<file path="config.mk">
export PLATFORM = sky130hd
export DESIGN_NAME = alu_pb_controller
export DESIGN_NICKNAME = d
export VERILOG_FILES = /design/src/rtl/alu_pb_pkg.sv /design/src/rtl/pb_debounce.sv /design/src/rtl/alu_pb_controller.sv
export SDC_FILE = /design/constraint.sdc
export NUM_CORES = 1
export LEC_CHECK = 0
export CAP_MARGIN = 20
export CORE_MARGIN = 2
export CORE_UTILIZATION = 46
export DETAILED_ROUTE_END_ITERATION = 10
export PLACE_DENSITY_LB_ADDON = 0.05
export SLEW_MARGIN = 20
export SYNTH_ARGS = -nofsm -noshare
export SYNTH_HDL_FRONTEND = slang
export SYNTH_SLANG_ARGS = --single-unit
</file>
<file path="constraint.sdc">
create_clock -name clk -period 1.3 [get_ports clk]
set_input_delay 0.195 -clock clk [delete_from_list [all_inputs] [get_ports clk]]
set_output_delay 0.195 -clock clk [all_outputs]
set_load 0.02 [all_outputs]
</file>
<file path="src/rtl/alu_pb_pkg.sv">
// Shared types for the pushbutton-sequenced add/AND controller.
// Holds the controller state encoding, the button chord codes
// ({left, right}) and the operation select derived from a chord.
package alu_pb_pkg;

    typedef enum logic [1:0] {
        IDLE  = 2'd0,
        ARMED = 2'd1,
        EXEC  = 2'd2
    } state_e;

    localparam logic [1:0] CODE_NONE  = 2'b00;
    localparam logic [1:0] CODE_RIGHT = 2'b01;
    localparam logic [1:0] CODE_LEFT  = 2'b10;
    localparam logic [1:0] CODE_BOTH  = 2'b11;

    typedef enum logic {
        OP_ADD = 1'b0,
        OP_AND = 1'b1
    } op_e;

    // Left alone selects AND; right alone or both buttons select ADD.
    function automatic op_e code_to_op(input logic [1:0] code);
        return (code == CODE_LEFT) ? OP_AND : OP_ADD;
    endfunction

endpackage

</file>
<file path="src/rtl/pb_debounce.sv">
// Two-flop synchronizer followed by a counting debouncer for one button.
// Ports:
//   clk      - system clock
//   rst_n    - asynchronous active-low reset
//   btn_i    - raw asynchronous, bouncy button level
//   stable_o - debounced level (0 out of reset)
// The debounced level flips only after DEBOUNCE_CYCLES consecutive cycles in
// which the synchronized input disagrees with it.
module pb_debounce #(
    parameter int DEBOUNCE_CYCLES = 16
) (
    input  logic clk,
    input  logic rst_n,
    input  logic btn_i,
    output logic stable_o
);

    localparam int              CNT_W   = (DEBOUNCE_CYCLES > 2) ? $clog2(DEBOUNCE_CYCLES) : 1;
    localparam logic [CNT_W-1:0] CNT_MAX = CNT_W'(DEBOUNCE_CYCLES - 1);

    logic             sync1_q, sync2_q;
    logic             stable_q, stable_d;
    logic [CNT_W-1:0] cnt_q, cnt_d;

    always_ff @(posedge clk or negedge rst_n) begin
        if (!rst_n) begin
            sync1_q  <= 1'b0;
            sync2_q  <= 1'b0;
            stable_q <= 1'b0;
            cnt_q    <= '0;
        end else begin
            sync1_q  <= btn_i;
            sync2_q  <= sync1_q;
            stable_q <= stable_d;
            cnt_q    <= cnt_d;
        end
    end

    // Any cycle of agreement restarts the count, so bounce shorter than
    // DEBOUNCE_CYCLES can never reach the flip condition.
    always_comb begin
        stable_d = stable_q;
        cnt_d    = '0;
        if (sync2_q != stable_q) begin
            if (cnt_q == CNT_MAX) begin
                stable_d = ~stable_q;
            end else begin
                cnt_d = cnt_q + 1'b1;
            end
        end
    end

    assign stable_o = stable_q;

endmodule

</file>
<file path="src/rtl/alu_pb_controller.sv">
// Pushbutton sequencing controller for the 4-bit add/AND lab datapath.
// Debounces left/right buttons, accumulates the chord held while ARMED and,
// once every button is released, performs one operation on A/B.
// Ports:
//   clk, rst_n                         - clock, async active-low reset
//   left_pushbutton, right_pushbutton  - raw buttons
//   A, B                               - operands (sampled in the EXEC cycle)
//   result, carry, zero                - registered outcome of last operation
//   valid                              - one-cycle pulse when outcome updates
//   busy                               - controller is not IDLE
//   op_count                           - completed operations, wraps at 256
module alu_pb_controller
    import alu_pb_pkg::*;
#(
    parameter int WIDTH           = 4,
    parameter int DEBOUNCE_CYCLES = 16
) (
    input  logic             clk,
    input  logic             rst_n,
    input  logic             left_pushbutton,
    input  logic             right_pushbutton,
    input  logic [WIDTH-1:0] A,
    input  logic [WIDTH-1:0] B,
    output logic [WIDTH-1:0] result,
    output logic             carry,
    output logic             zero,
    output logic             valid,
    output logic             busy,
    output logic [7:0]       op_count
);

    logic       left_stable, right_stable;
    logic [1:0] chord;

    state_e     state_q, state_d;
    logic [1:0] code_q, code_d;
    logic       exec_fire;

    logic [WIDTH-1:0] result_q, result_d;
    logic             carry_q, carry_d;
    logic             zero_q, zero_d;
    logic             valid_q;
    logic [7:0]       op_count_q, op_count_d;

    logic [WIDTH:0]   sum;

    pb_debounce #(.DEBOUNCE_CYCLES(DEBOUNCE_CYCLES)) u_db_left (
        .clk      (clk),
        .rst_n    (rst_n),
        .btn_i    (left_pushbutton),
        .stable_o (left_stable)
    );

    pb_debounce #(.DEBOUNCE_CYCLES(DEBOUNCE_CYCLES)) u_db_right (
        .clk      (clk),
        .rst_n    (rst_n),
        .btn_i    (right_pushbutton),
        .stable_o (right_stable)
    );

    assign chord = {left_stable, right_stable};
    assign sum   = {1'b0, A} + {1'b0, B};

    always_ff @(posedge clk or negedge rst_n) begin
        if (!rst_n) begin
            state_q    <= IDLE;
            code_q     <= CODE_NONE;
            result_q   <= '0;
            carry_q    <= 1'b0;
            zero_q     <= 1'b0;
            valid_q    <= 1'b0;
            op_count_q <= 8'd0;
        end else begin
            state_q    <= state_d;
            code_q     <= code_d;
            result_q   <= result_d;
            carry_q    <= carry_d;
            zero_q     <= zero_d;
            valid_q    <= exec_fire;
            op_count_q <= op_count_d;
        end
    end

    always_comb begin
        state_d   = state_q;
        code_d    = code_q;
        exec_fire = 1'b0;
        unique case (state_q)
            IDLE: begin
                if (chord != CODE_NONE) begin
                    state_d = ARMED;
                    code_d  = chord;
                end
            end
            ARMED: begin
                // Buttons may come and go; the operation is the union of
                // everything held until the last release.
                code_d = code_q | chord;
                if (chord == CODE_NONE) begin
                    state_d = EXEC;
                end
            end
            EXEC: begin
                state_d   = IDLE;
                exec_fire = (code_q != CODE_NONE);
            end
            default: state_d = IDLE;
        endcase
    end

    always_comb begin
        result_d   = result_q;
        carry_d    = carry_q;
        zero_d     = zero_q;
        op_count_d = op_count_q;
        if (exec_fire) begin
            if (code_to_op(code_q) == OP_AND) begin
                result_d = A & B;
                carry_d  = 1'b0;
            end else begin
                result_d = sum[WIDTH-1:0];
                carry_d  = sum[WIDTH];
            end
            zero_d     = (result_d == '0);
            op_count_d = op_count_q + 8'd1;
        end
    end

    assign result   = result_q;
    assign carry    = carry_q;
    assign zero     = zero_q;
    assign valid    = valid_q;
    assign busy     = (state_q != IDLE);
    assign op_count = op_count_q;

endmodule

</file>
Word level (Yosys, flattened, before mapping)
Cells that the tools add are included.
Widths: inputs -> output; s select.
Operators by class
  equality and inequality tests: 9
  add/subtract/negate cells: 4
  multiplexer cells: 14
  bitwise gates (word level): 4
  reduce and logical (&&, ||, !) cells: 11
Operator list (number)
  $mux 4: 6
  $add 4x1->4 const B: 2
  $add 8x1->8 const B: 1
  $eq 4x4->1 const B: 2
  $pmux 2 s2: 2
  $reduce_and 2->1: 4
  $reduce_bool 2->1: 4
  $mux 2: 3
  $add 4x4->5: 1
  $and 4x4->4: 1
  $eq 2x2->1 const B: 2
  $logic_not 2->1: 2
  $logic_not 4->1: 1
  $ne 2x2->1 const B: 2
  $mux 1: 3
  $eq 2x1->1 const B: 1
  $ne 1x1->1: 2
  $not 1->1: 2
  $or 2x2->2: 1
Word-level totals
  flip-flop bits (word level): 33
  logic and storage cells: 57
  bits of input ports: 12

Depth between registers and ports, before layout
  word-level depth: 5
  mapped depth: 7
  mapped depth without buffers: 7

Hierarchy
A second synthesis with hierarchy kept.
Unflattened totals
  cell total of the unflattened synthesis: 129
  area total of the unflattened synthesis: 1512.7 um^2
By module, submodules not included
  alu_pb_controller: cells an instance 93, instances 1, area each 972.2 um^2, sequential area each 475.5 um^2
  pb_debounce: cells an instance 18, instances 2, area each 270.3 um^2, sequential area each 175.2 um^2

Worst setup path after synthesis
Ideal clock, no wire load.
  path type: input-to-reg
  start point: input A[0]
  end point: register zero_q (netlist: zero)
  setup slack: -213 ps
  data required time: 1226 ps
  stages on the path: 7
  arrival time: 1439 ps
  cell sequence: ha_1 inv_1 fa_1 xnor2_1 nor4b_1 o211ai_1 o21ai_2
On the way
  cells in the longest elaborated chain, start to end: 4
  elaborated cells on any way between the ends: 5
  classes of those cells: add/sub: 1; mux: 2; bitwise: 1; reduce/logical: 1
RTL lines
  start, declared: line alu_pb_controller.sv:22  | input logic [WIDTH-1:0] A,
  $add 4x4->5 / $and 4x4->4 (equally long branches): line alu_pb_controller.sv:62, alu_pb_controller.sv:118
  $mux 4 *: line alu_pb_controller.sv:117  | if (code_to_op(code_q) == OP_AND) begin
  $mux 4 *: line alu_pb_controller.sv:116  | if (exec_fire) begin
  $logic_not 4->1 *: line alu_pb_controller.sv:124  | zero_d = (result_d == '0);
  end signal, assigned: line alu_pb_controller.sv:78  | zero_q <= zero_d;
  end, declared: line alu_pb_controller.sv:41  | logic zero_q, zero_d;
Mark *: on every way between the ends. The rest lies on a longest branch, timed or not. The select of a mux whose other input is x is not followed.
A chain may end at the register's enable or synchronous reset.

Final worst setup path
  start point: register code_q[1]
  end point: register result_q[1] (netlist: result[1])
On the way
  cells in the longest elaborated chain, start to end: 4
  elaborated cells on any way between the ends: 6
  classes of those cells: eq/ne: 1; mux: 4; reduce/logical: 1
RTL lines
  start, declared: line alu_pb_controller.sv:36  | logic [1:0] code_q, code_d;
  start signal, assigned: line alu_pb_controller.sv:75  | code_q <= code_d;
  $eq 2x2->1: line alu_pb_pkg.sv:24  | return (code == CODE_LEFT) ? OP_AND : OP_ADD;
  $mux 1: line alu_pb_pkg.sv:24
  $mux 4: line alu_pb_controller.sv:117
  $mux 4: line alu_pb_controller.sv:116
  end signal, assigned: line alu_pb_controller.sv:76  | result_q <= result_d;
  end, declared: line alu_pb_controller.sv:39  | logic [WIDTH-1:0] result_q, result_d;
Several ways; a longest one is shown, not always the timed one. The select of a mux whose other input is x is not followed.

==> metrics.txt <==
Leak=1.008 nW; CP peak stage delay=about 0.41 ns; relative slew slack=77.33%; crit path time final=1.301 ns; peak supply drop=around 0.00070 V; Detail Placement HPWL=2049 um; Row Count=20; Final Core Density=70.85%; Slowest-stage cell, CP=dfrtp_1; Setup Skew=0.006745 ns; Reg2Reg Depth=5; failing checks=negative setup slack; CTS Hold Buffers Added=0; largest net degree at the start of global routing=34; Iter 0 DRT Violations=24; die height=between 60 and 70 um; Initial DRT Pass Iterations=4; total CTS buffers=5; Die Wd=around 61 um; Core ar.=about 3100 um^2; residual DRC count=0; status=complete, but fails checks; gpl congestion=0.7960; RSZ-0062 raised after global routing=yes; crit path launch type=flip-flop; fill cell count=255; global-route wire length before repair=between 4000 and 5000 um; total global-route track usage=roughly 17%; CTS Root Cell=clkbuf_4; nets=202; warnings from Yosys=0; Synth Flop Type=dfrtp_1; cell count after synthesis=~130; initial antenna violation count=0; Clock Sink Count=33; PD cells=955.7 nW/um^2; Pins Over Slew Limit=0; fin cells=227; Setup WS post-layout=-0.0006107 ns; Fmax=just under 800 MHz; Syn Std Cell Area=1518 um^2; Worst Path Class, Setup=reg2reg; GRT Residual Overflow=0; DR WL/cell=13.00 um; Initial Utilization=approximately 50%; CP Depth=5; Port Buffer Count=27; crit end category=flip-flop; share of layout cells above drive strength 1=34.97%; Routed Wire Length=2951 um; IO Pins=28; final worst-path cycle share=100.0%; register area share after synthesis=54.41%; DR vias=about 1100; setup violators final=1; Longest Clk Path Bufs=2; DP Cell Count=about 210; most frequent CP cell=nor2_4; CP Buf/Inv Count=2; Max-Cap Viols=0; Reg clk slew, reported paths=0.10 ns; worst-path cell chain=buf_6 > nor2_4 > nor2_4 > buf_4 > mux2_4; Inserted Diodes=0; post-detailed-route count of antenna-violating nets=0; vias in the first global route=1113; CP Data Arrival Time=roughly 1.5 ns; Hold Path Class=in2async; vias per cell=4.996; Worst-Margin Slew=0.3376 ns; clk_lat worst skew=0.33 ns; Syn-to-layout area delta=44.85%; FFs w/ async S/R, synth=100.0%; Register Area=827.0 um^2; worst-path maximum fanout=6; Net Count, Synth=149; H-Tree Depth=2; CP delay by family, top=flip-flops; syn_area_per_cell=11.77 um^2; FF+latch count, synth=33; die area=3775 um^2; area of the multi-input gates=744.5 um^2; WP data required=1.52 ns; CTS tree=done; Hold Fails Final Rpt=0; Post-synth EDFFs=0; synth unique cells=31
-- metal layers --
layer,share of wire (%),global-route usage [%],vias to the layer above
met2,50,28.27,20
met5,0,0,-
li1,-,-,557
met4,2.1,9.119,0
met1,44,20.32,551
met3,3.5,5.042,6
-- worst register-to-register path, delay by kind of cell, from the launching register on --
kind	cells	cell delay [ns]
buffers and inverters	2	0.27
DFF	1	0.41
muxes	1	0.28
and+or+nand+nor	2	0.23
-- stage by stage --
stage / setup slack [ns] / TNS, ns / cell area [um^2] / hold slack (ns) / total power [mW]
after global routing: -0.07300 / -0.3480 / 2198 / 0.2025 / 2.197
after global placement: -0.7045 / -2.711 / 1962 / 0.3359 / 1.283
after CTS: -0.03644 / -0.03644 / 2082 / 0.2080 / 2.105
final: -0.0006107 / -0.0006107 / 2198 / 0.2130 / 2.101
after detailed placement: -0.7735 / -2.860 / 1962 / 0.3444 / 1.292
after floorplan: -0.1313 / -0.1411 / 1533 / -0.1006 / 1.196
-- area by class of cell --
cell class | count | area share [%]
Sequential cell | 33 | 37.62
Multi-Input combinational cell | 85 | 33.86
Timing Repair Buffer | 48 | 20.60
Clock buffer | 7 | 2.504
Tap cell | 44 | 2.504
Inverter | 9 | 1.537
Clock inverter | 1 | 1.366
-- flip-flops by register name (all words and copies together), names as in the netlist --
| name | count |
|---|---|
| state_q | 2 |
| op_count | 8 |
| u_db_right.sync1_q | 1 |
| result | 4 |
| u_db_right.sync2_q | 1 |
| zero | 1 |
| carry | 1 |
| code_q | 2 |
| u_db_left.sync2_q | 1 |
| u_db_left.cnt_q | 4 |
| u_db_left.sync1_q | 1 |
| u_db_right.cnt_q | 4 |
| u_db_right.stable_o | 1 |
| valid | 1 |
| u_db_left.stable_o | 1 |
-- cells in the mapped netlist, types with 2 or more instances --
cell type,n,area (um^2)
dfrtp_1,33,825.8
xnor2_1,10,87.58
inv_1,9,33.78
o21ai_0,9,45.04
a21oi_1,8,40.04
nor2_1,8,30.03
ha_1,7,87.58
mux2_2,5,56.30
nand3_1,5,25.02
nand2_1,3,11.26
nor2b_1,3,18.77
nor3b_1,3,22.52
nor4b_1,3,26.28
mux2i_1,2,20.02
nand4_1,2,12.51
nand4b_1,2,17.52
nor3_1,2,10.01
xor2_1,2,17.52
-- path summary, 6_finish.rpt --
| path | startpoint | endpoint | slack [ns] |
|---|---|---|---|
| worst max register to register | code_q[1] | result[1] | -0.0006 |
| worst min register to register | u_db_left.sync1_q | u_db_left.sync2_q | 0.36 |
| worst max-delay path | code_q[1] | result[1] | -0.0006 |
| max in group asynchronous | rst_n | code_q[0] | 0.91 |
| worst min-delay path | rst_n | u_db_right.cnt_q[1] | 0.21 |
| min in group clk | left_pushbutton | u_db_left.sync1_q | 0.29 |
-- what timing repair did --
action	in CTS	in global routing
resized for setup	44	37
pin swaps	7	11
buffers inserted	2	7
setup endpoints to repair	23	17
-- cell usage in the layout (no fill, tap or decap), types with 4 or more instances in the layout --
master           instances
o21ai_0                  8
clkbuf_2                 5
dfrtp_1                 32
buf_6                    9
a21oi_1                  8
clkbuf_4                 5
ha_1                     4
nor2_1                   4
inv_1                    6
xnor2_1                  9
clkdlybuf4s15_1          5
dlygate4sd2_1            7
buf_4                   13
nand3_1                  5
-- logic make-up after synthesis --
family	share of synthesized area [%]
and+or+nand+nor	14.51
muxes	5.029
DFF	54.41
AOI/OAI and AO/OA	8.574
buffers and inverters	3.462
adders and majority gates	7.090
xor gates and xnor gates	6.925
-- where the power goes --
group	leakage [nW]	internal, mW	switching (mW)
logic	0.538	0.122	0.107
registers	0.424	1.05	0.0205
clock network	0.0455	0.459	0.344
No activity file was read; power rests on OpenSTA's default activity.
